==> src/rtl/scumvcontroller_asc_scan_driver.sv <==
// Collects a scan packet from the ASC byte stream, shifts it onto the SCuM-V
// analog scan chain MSB-first starting at byte 0, pulses scan_update, then
// returns a one-byte status on the ASC response stream.
module scumvcontroller_asc_scan_driver #(
    parameter int unsigned PACKET_BYTES = 22,
    parameter int unsigned CLK_DIV      = 50,
    parameter logic [7:0]  ACK_OK       = 8'h01
) (
    input  logic       clk,
    input  logic       reset,
    input  logic       asc_data_valid,
    output logic       asc_data_ready,
    input  logic [7:0] asc_data_in,
    output logic       asc_response_valid,
    input  logic       asc_response_ready,
    output logic [7:0] asc_response_data,
    output logic       scan_clk,
    output logic       scan_in,
    output logic       scan_update,
    output logic       busy,
    output logic [2:0] debug_state
);

    localparam int unsigned SCAN_BITS = PACKET_BYTES * 8;
    localparam int unsigned BYTE_W    = $clog2(PACKET_BYTES);
    localparam int unsigned BIT_W     = $clog2(SCAN_BITS);
    localparam int unsigned DIV_W     = $clog2(2 * CLK_DIV + 1);

    typedef enum logic [2:0] {
        COLLECT    = 3'd0,
        SHIFT_LOW  = 3'd1,
        SHIFT_HIGH = 3'd2,
        UPDATE     = 3'd3,
        RESPOND    = 3'd4
    } state_t;

    state_t            state;
    logic [7:0]        buffer [PACKET_BYTES];
    logic [BYTE_W-1:0] byte_cnt;
    logic [BIT_W-1:0]  bit_idx;
    logic [BIT_W-1:0]  next_idx;
    logic [DIV_W-1:0]  div_cnt;
    logic              overrun;

    // Index of the bit that will be presented on the next SHIFT_LOW entry
    assign next_idx    = bit_idx + BIT_W'(1);
    assign debug_state = state;

    // Packet FSM: collect, shift low/high halves, update pulse, status response
    always_ff @(posedge clk) begin
        if (reset) begin
            state              <= COLLECT;
            byte_cnt           <= '0;
            bit_idx            <= '0;
            div_cnt            <= '0;
            overrun            <= 1'b0;
            asc_data_ready     <= 1'b1;
            asc_response_valid <= 1'b0;
            asc_response_data  <= 8'h00;
            scan_clk           <= 1'b0;
            scan_in            <= 1'b0;
            scan_update        <= 1'b0;
            busy               <= 1'b0;
        end else begin
            // Bytes offered while not ready are dropped but remembered
            if (asc_data_valid && !asc_data_ready) begin
                overrun <= 1'b1;
            end

            case (state)
                COLLECT: begin
                    if (asc_data_valid && asc_data_ready) begin
                        buffer[byte_cnt] <= asc_data_in;
                        if (byte_cnt == BYTE_W'(PACKET_BYTES - 1)) begin
                            byte_cnt       <= '0;
                            bit_idx        <= '0;
                            div_cnt        <= '0;
                            asc_data_ready <= 1'b0;
                            busy           <= 1'b1;
                            scan_clk       <= 1'b0;
                            scan_in        <= buffer[0][7];
                            state          <= SHIFT_LOW;
                        end else begin
                            byte_cnt <= byte_cnt + BYTE_W'(1);
                        end
                    end
                end

                SHIFT_LOW: begin
                    if (div_cnt == DIV_W'(CLK_DIV - 1)) begin
                        div_cnt  <= '0;
                        scan_clk <= 1'b1;
                        state    <= SHIFT_HIGH;
                    end else begin
                        div_cnt <= div_cnt + DIV_W'(1);
                    end
                end

                SHIFT_HIGH: begin
                    if (div_cnt == DIV_W'(CLK_DIV - 1)) begin
                        div_cnt  <= '0;
                        scan_clk <= 1'b0;
                        if (bit_idx == BIT_W'(SCAN_BITS - 1)) begin
                            scan_in     <= 1'b0;
                            scan_update <= 1'b1;
                            state       <= UPDATE;
                        end else begin
                            bit_idx <= next_idx;
                            scan_in <= buffer[next_idx[BIT_W-1:3]][~next_idx[2:0]];
                            state   <= SHIFT_LOW;
                        end
                    end else begin
                        div_cnt <= div_cnt + DIV_W'(1);
                    end
                end

                UPDATE: begin
                    if (div_cnt == DIV_W'(2 * CLK_DIV - 1)) begin
                        div_cnt            <= '0;
                        scan_update        <= 1'b0;
                        asc_response_valid <= 1'b1;
                        // An overrun arriving on this very cycle still counts
                        asc_response_data  <= ACK_OK | {overrun | asc_data_valid, 7'd0};
                        state              <= RESPOND;
                    end else begin
                        div_cnt <= div_cnt + DIV_W'(1);
                    end
                end

                RESPOND: begin
                    if (asc_response_ready) begin
                        asc_response_valid <= 1'b0;
                        asc_response_data  <= 8'h00;
                        overrun            <= 1'b0;
                        asc_data_ready     <= 1'b1;
                        busy               <= 1'b0;
                        state              <= COLLECT;
                    end
                end

                default: begin
                    state <= COLLECT;
                end
            endcase
        end
    end

endmodule
==> config.mk <==
export PLATFORM = sky130hd
export DESIGN_NAME = scumvcontroller_asc_scan_driver
export DESIGN_NICKNAME = d
export VERILOG_FILES = /design/src/rtl/scumvcontroller_asc_scan_driver.sv
export SDC_FILE = /design/constraint.sdc
export NUM_CORES = 1
export LEC_CHECK = 0
export ABC_AREA = 0
export BUFFER_PORTS_ARGS = -buffer_cell sky130_fd_sc_hd__buf_2
export CORE_AREA = 2 2 152 124
export CTS_CLUSTER_DIAMETER = 30
export DETAILED_ROUTE_END_ITERATION = 8
export DIE_AREA = 0 0 154 126
export GPL_TIMING_DRIVEN = 1
export HOLD_SLACK_MARGIN = 0.06
export PLACE_DENSITY = 0.77
export SETUP_SLACK_MARGIN = 0.05
export SLEW_MARGIN = 25
export SYNTH_ARGS = -nofsm -noshare
export SYNTH_HDL_FRONTEND = slang
export SYNTH_SLANG_ARGS = --single-unit
==> constraint.sdc <==
create_clock -name clk -period 2.8 [get_ports clk]
set_input_delay 0.42 -clock clk [delete_from_list [all_inputs] [get_ports clk]]
set_output_delay 0.42 -clock clk [all_outputs]
set_load 0.05 [all_outputs]
### Word level (Yosys, flattened, before mapping)

Memory sizes are Yosys's and may differ from the RTL's.
Index checks and enable logic that the tools add are counted.

| word-level totals | value |
|---|---|
| register bits | 38 |
| bits in writable memories | 176 |
| input bits | 12 |
| output and inout port bits | 17 |
| word-level logic and storage cells | 108 |
| memories kept | 1 |

| operators by class | value |
|---|---|
| add/sub/neg operators | 3 |
| order comparisons | 1 |
| eq/ne operators | 16 |
| multiplexer cells | 53 |
| bitwise logic cells | 2 |
| reductions and logical operators | 20 |

Memories:

| memory | words | width | rd ports | clocked after memory_dff | wr ports | line | text |
|---|---|---|---|---|---|---|---|
| buffer | 22 | 8 | 2 | 0 | 1 | 38 | `logic [7:0] buffer [PACKET_BYTES];` |

Operators by type and width:

| cell | number |
|---|---|
| 8-bit 2-to-1 mux | 6 |
| 8-bit one-hot mux with 2 select lines | 2 |
| 7-bit 2-to-1 mux | 4 |
| 1-bit 2-to-1 mux | 24 |
| 7-bit one-hot mux with 3 select lines | 1 |
| 3-bit 2-to-1 mux | 6 |
| 2-bit != test, second input constant | 8 |
| 3-bit one-hot mux with 5 select lines | 1 |
| 4-bit AND reduction | 3 |
| 1-bit one-hot mux with 2 select lines | 5 |
| 5-bit AND reduction | 2 |
| 8-bit by 1-bit adder with 8-bit output, second input constant | 1 |
| 8-bit equality test, second input constant | 1 |
| 2-bit nonzero test | 4 |
| 7-bit by 1-bit adder with 7-bit output, second input constant | 1 |
| 7-bit by 6-bit equality test with 1-bit output, second input constant | 1 |
| 7-bit equality test, second input constant | 1 |
| 3-bit by 2-bit equality test with 1-bit output, second input constant | 2 |
| 3-bit AND reduction | 2 |
| 6-bit AND reduction | 1 |
| 3-bit nonzero test | 2 |
| 5-bit by 1-bit adder with 5-bit output, second input constant | 1 |
| 5-bit equality test, second input constant | 1 |
| 5-bit 2-to-1 mux | 1 |
| 13 further kinds | 14 |

### Longest topological paths before layout

| logic depth | value |
|---|---|
| depth after elaboration | 7 |
| depth in mapped cells | 12 |
| depth with buffers taken out | 10 |

### Worst setup path after synthesis

No wires, ideal clock.

| timing | value |
|---|---|
| kind | register -> register |
| from | reg state[1] (netlist: debug_state[1]) |
| to | mem buffer[20][0], enable pin |
| library setup time | 395 ps |
| arrival time | 2816 ps |
| required time | 2405 ps |
| path slack | -411 ps |
| stages on the path, launching flop included | 8 |
| path buffers | 1 |
| clock period less this slack | 3211 ps |
| cell sequence | dfxtp_1 clkbuf_1 nor2_1 nand3_1 nor2_1 nor2b_1 nand2_1 nor4bb_1 |

| on the way | value |
|---|---|
| longest elaborated chain between the ends | 4 |

Ends and longest elaborated chain:

| item | line | text |
|---|---|---|
| from (decl) | 37 | `state_t state;` |
| from (signal assigned) | 52 | `state <= COLLECT;` |
| from (signal assigned) | 82 | `state <= SHIFT_LOW;` |
| from (signal assigned) | 93 | `state <= SHIFT_HIGH;` |
| 3-bit logical NOT | 70 | `case (state)` |
| 1-bit 2-to-1 mux | 70 |  |
| 1-bit 2-to-1 mux | 51 | `if (reset) begin` |
| 1-bit 2-to-1 mux (implied by the code) | 73 | `buffer[byte_cnt] <= asc_data_in;` |
| to (decl) | 38 |  |

No other way between the ends.

### Final worst setup path

| timing | value |
|---|---|
| from | reg bit_idx[0] |
| to | reg scan_in |

| on the way | value |
|---|---|
| longest elaborated chain between the ends | 7 |
| elaborated cells between the ends (all ways) | 9 |
| classes of those cells | add/sub: 1; eq/ne: 1; mux: 5; bitwise: 1; memory: 1 |

Ends and longest elaborated chain:

| item | line | text |
|---|---|---|
| from (decl) | 40 | `logic [BIT_W-1:0] bit_idx;` |
| from (signal assigned) | 108 | `bit_idx <= next_idx;` |
| 8-bit by 1-bit adder with 8-bit output | 46 | `assign next_idx = bit_idx + BIT_W'(1);` |
| memory 22 x 8 bit / 3-bit NOT (equally long branches) | -- |  |
| 1-bit binary-select mux with 3-bit select | 109 | `scan_in <= buffer[next_idx[BIT_W-1:3]][~next_idx[2:0]];` |
| 1-bit 2-to-1 mux (implied by the code) | 109 |  |
| 1-bit 2-to-1 mux (*) | 103 | `if (bit_idx == BIT_W'(SCAN_BITS - 1)) begin` |
| 1-bit 2-to-1 mux (*) | 100 | `if (div_cnt == DIV_W'(CLK_DIV - 1)) begin` |
| 1-bit one-hot mux with 2 select lines (*) | 70 |  |
| to (signal assigned) | 81 | `scan_in <= buffer[0][7];` |
| to (signal assigned) | 109 |  |
| to (decl) | 18 | `output logic scan_in,` |

Every way passes the cells marked *; elsewhere a longest branch is shown, timed or not. The select of a mux whose other input is x is not followed.
A chain may end at the register's enable or synchronous reset.

==> run_results.csv <==
group,metric,value,unit
status,status,"complete, but fails checks",
status,violations,"setup timing",
pwr,p_clk_share,55.7,%
sta,fin_worst_skew,0.0251,ns
floorplanning,pin_count,29,
pwr,ir_worst_vdd,0.642,mV
floorplanning,std_cell_rows,44,
sta,worstMarginPinSlew,0.700,ns
detailed_routing,drtPass1Iterations,5,
min_path,holdPathStages,4,
detailed_routing,route.detailed.drc,0,
synth,syn_avg_cell_area,13.6,µm²
floorplanning,die_h,126,µm
sta,post-route-min-period,2.82,ns
synth,synth_top_family_by_area,"simple AND/OR/NAND/NOR gates",
clocking,postCtsHoldBufs,0,
clocking,clk_pin_slew,0.05,ns
critical_path,r2r_slack,-0.02,ns
clocking,cts_buffers,36,
critical_path,setup.worst_path.start,"bit_idx[0]",
synth,synth-main-ff-cell,"edfxtp_1",
synth,synthArstFlopShare,0,%
pwr,p_sw_share,20.9,%
clocking,root_buffer,"clkbuf_16",
synth,synth_edf_count,176,
global_route,track_usage,22.6,%
synth,synth_common_cells,"176 x edfxtp_1, 70 x nand2_1, 70 x nor2_1",
pwr,power.density,706,nW/µm²
job,drv_cap,0,
synth,yosysTopAreaCell,"edfxtp_1",
global_route,grt_max_degree,27,
sta,slew_headroom,53.1,%
min_path,min_path_type,"in -> reg",
sta,fmax,355,MHz
sta,setup_viol,1,
floorplanning,die_x,154,µm
finish,fin_nets,778,
synth,synth_fa_ha_area_share,0.961,%
place,gp_congestion,0.934,
synth,synth_top_area_share,58.0,%
detailed_routing,drtIter0Drc,698,
synth,yosysMostFrequentCell,"edfxtp_1",
sta,timing.final.ws_setup,-0.0152,ns
detailed_routing,drt_wl_total,22.0,mm
synth,synthMuxAreaShare,9.39,%
detailed_routing,post_drt_wl_per_cell,21.6,µm
synth,synth_cell_type_count,66,
critical_path,reg2reg_from,"bit_idx[0]",
sta,whs,0.280,ns
sta,fin_crit_sh,101,%
pwr,internal_power,6.26,mW
clocking,clock_sinks,207,
critical_path,path_max_fanout,8,
sta,setup_tns,-0.0152,ns
critical_path,end_kind,"flop",
finish,area_delta_synth_final,22.9,%
floorplanning,core,17900,µm²
pwr,seq_power_share,42.6,%
sta,finalMaxSlewViolations,0,
place,place_ws,-0.205,ns
finish,multi_input_area,3000,µm²
synth,synth_simple_gate_area_share,12.4,%
floorplanning,die_area,19400,µm²
critical_path,critPathRequiredTime,3.19,ns
detailed_routing,viasPerCell,5.99,
pwr,p_leak,3.95,nW
pwr,power.switching,1.65,mW
global_route,grt_pass1_vias,6033,
pwr,combPwrFrac,1.7,%
detailed_routing,ant_nets,0,
finish,fillers,1249,
critical_path,crit_end,"scan_in",
critical_path,critPathKind,"reg -> reg",
critical_path,worst_setup_path_start_kind,"flop",
synth,syn-instance-count,668,
synth,synthTopCellsByArea,"edfxtp_1 58%, dfxtp_1 6.8%, mux4_2 3.7%",
finish,regArea,5910,µm²
critical_path,cp.arrival,3.21,ns
global_route,grt_overflow,0,
global_route,antenna_found_initial,0,
synth,syn_area,9120,µm²
global_route,grt_pass1_wl,33.5,mm
synth,synth_xor_area_share,1.84,%
finish,drive_gt1_share,25.7,%
detailed_routing,vias,6101,
sta,final_hold_viol_count,0,
critical_path,r2r_end,"scan_in",
clocking,cts_tree,"yes",
clocking,htree_num_levels,2,
synth,yosys_warnings,0,
synth,synth-seq-cells,207,
critical_path,ff2ff_path_depth,12,
clocking,insertion_delay,0.51,ns
clocking,clk_path_buf_depth,3,
floorplanning,start_util,51.0,%
place,dpl.hpwl,14.0,mm
place,port_buffers,22,
synth,synth_compound_area_share,6.85,%
synth,yosysSeqAreaShare,64.8,%
==> cell type report <==
type | count | share of cell area, %
sequential | 207 | 52.7
multi-input combinational | 411 | 26.8
clock buffer | 46 | 9.02
timing repair buffer | 92 | 6.44
tap | 230 | 2.57
clock inverter | 20 | 2.09
inverter | 11 | 0.368
antenna | 1 | 0.0223
==> critical path: stages, from the launching register on <==
cell and delay [ns]:
dfxtp_2 0.35, ha_1 0.23, and3_2 0.26, buf_4 0.17, xnor2_4 0.16, buf_12 0.17, nor3_2 0.21, o21ai_1 0.11
a221oi_2 0.29, a311oi_1 0.10, a311oi_2 0.43, buf_4 0.20, a211oi_2 0.03
==> metal layers <==
metal | share of wire, % | routed length, µm | vias to the layer above | GRT usage [%]
met3 | 8.0 | 1750 | 56 | 5.57
li1 | - | - | 2704 | -
met1 | 41 | 9110 | 3075 | 30.3
met5 | 0 | 0 | - | 0
met2 | 48 | 10600 | 266 | 36.7
met4 | 2.6 | 573 | 0 | 7.20
==> through the flow <==
step	power, mW	utilization (%)	cell area [µm²]	cells
floorplan	3.50	-	9150	673
global placement	3.56	54.6	9770	944
detailed placement	3.57	54.6	9770	944
CTS	7.96	61.9	11100	1013
global route	8.14	62.6	11200	1017
finish	7.92	62.6	11200	1018
==> registers in the layout (all words and copies together) (netlist names) <==
register	flops
asc_data_ready	1
asc_response_data	2
bit_idx	8
buffer	176
busy	1
byte_cnt	5
debug_state	3
div_cnt	7
overrun	1
scan_clk	1
scan_in	1
scan_update	1
==> power by group through the flow <==
stage               clock network [mW]  registers, mW  logic (mW)
global placement                     0           3.43       0.127
CTS                               4.45           3.37       0.137
detailed placement                   0           3.43       0.136
floorplan                            0           3.43      0.0704
finish                            4.41           3.37       0.138
global route                      4.62           3.37       0.147
==> cell usage in the layout, fill, tap and decap left out, drive strengths merged, types with 8 or more instances in the layout <==
master,n
dfxtp,31
nand2,71
mux2i,27
a21oi,29
inv,17
nor2,71
clkinv,8
o21ai,23
buf,91
edfxtp,176
nor3,16
nand2b,15
nand4,12
mux4,24
clkbuf,47
xnor2,8
xor2,9
nand3,22
==> timing repair <==
item	CTS	global route
setup buffers	3	3
cloned	0	1
pin swaps	2	2
endpoints found under the setup margin	1	1
resized for setup	7	16
==> worst min path at each step <==
stage                       start        endpoint
5_1_grt        asc_response_ready  debug_state[2]
6_report       asc_response_ready  debug_state[2]
4_1_cts        asc_response_ready  debug_state[2]
2_1_floorplan             overrun         overrun
3_5_place_dp                 busy            busy
3_3_place_gp                 busy            busy
==> logic make-up (layout without fill, tap and decap cells) <==
| family | count (synthesis) | after routing |
|---|---|---|
| other cells | 1 | 7 |
| mux | 52 | 52 |
| simple gates | 234 | 234 |
| buf+inv | 55 | 169 |
| compound gates | 95 | 95 |
| fa+ha+maj | 7 | 7 |
| xor+xnor | 17 | 17 |
| flops | 207 | 207 |
Note: power is estimated with default switching activity, not from simulation.
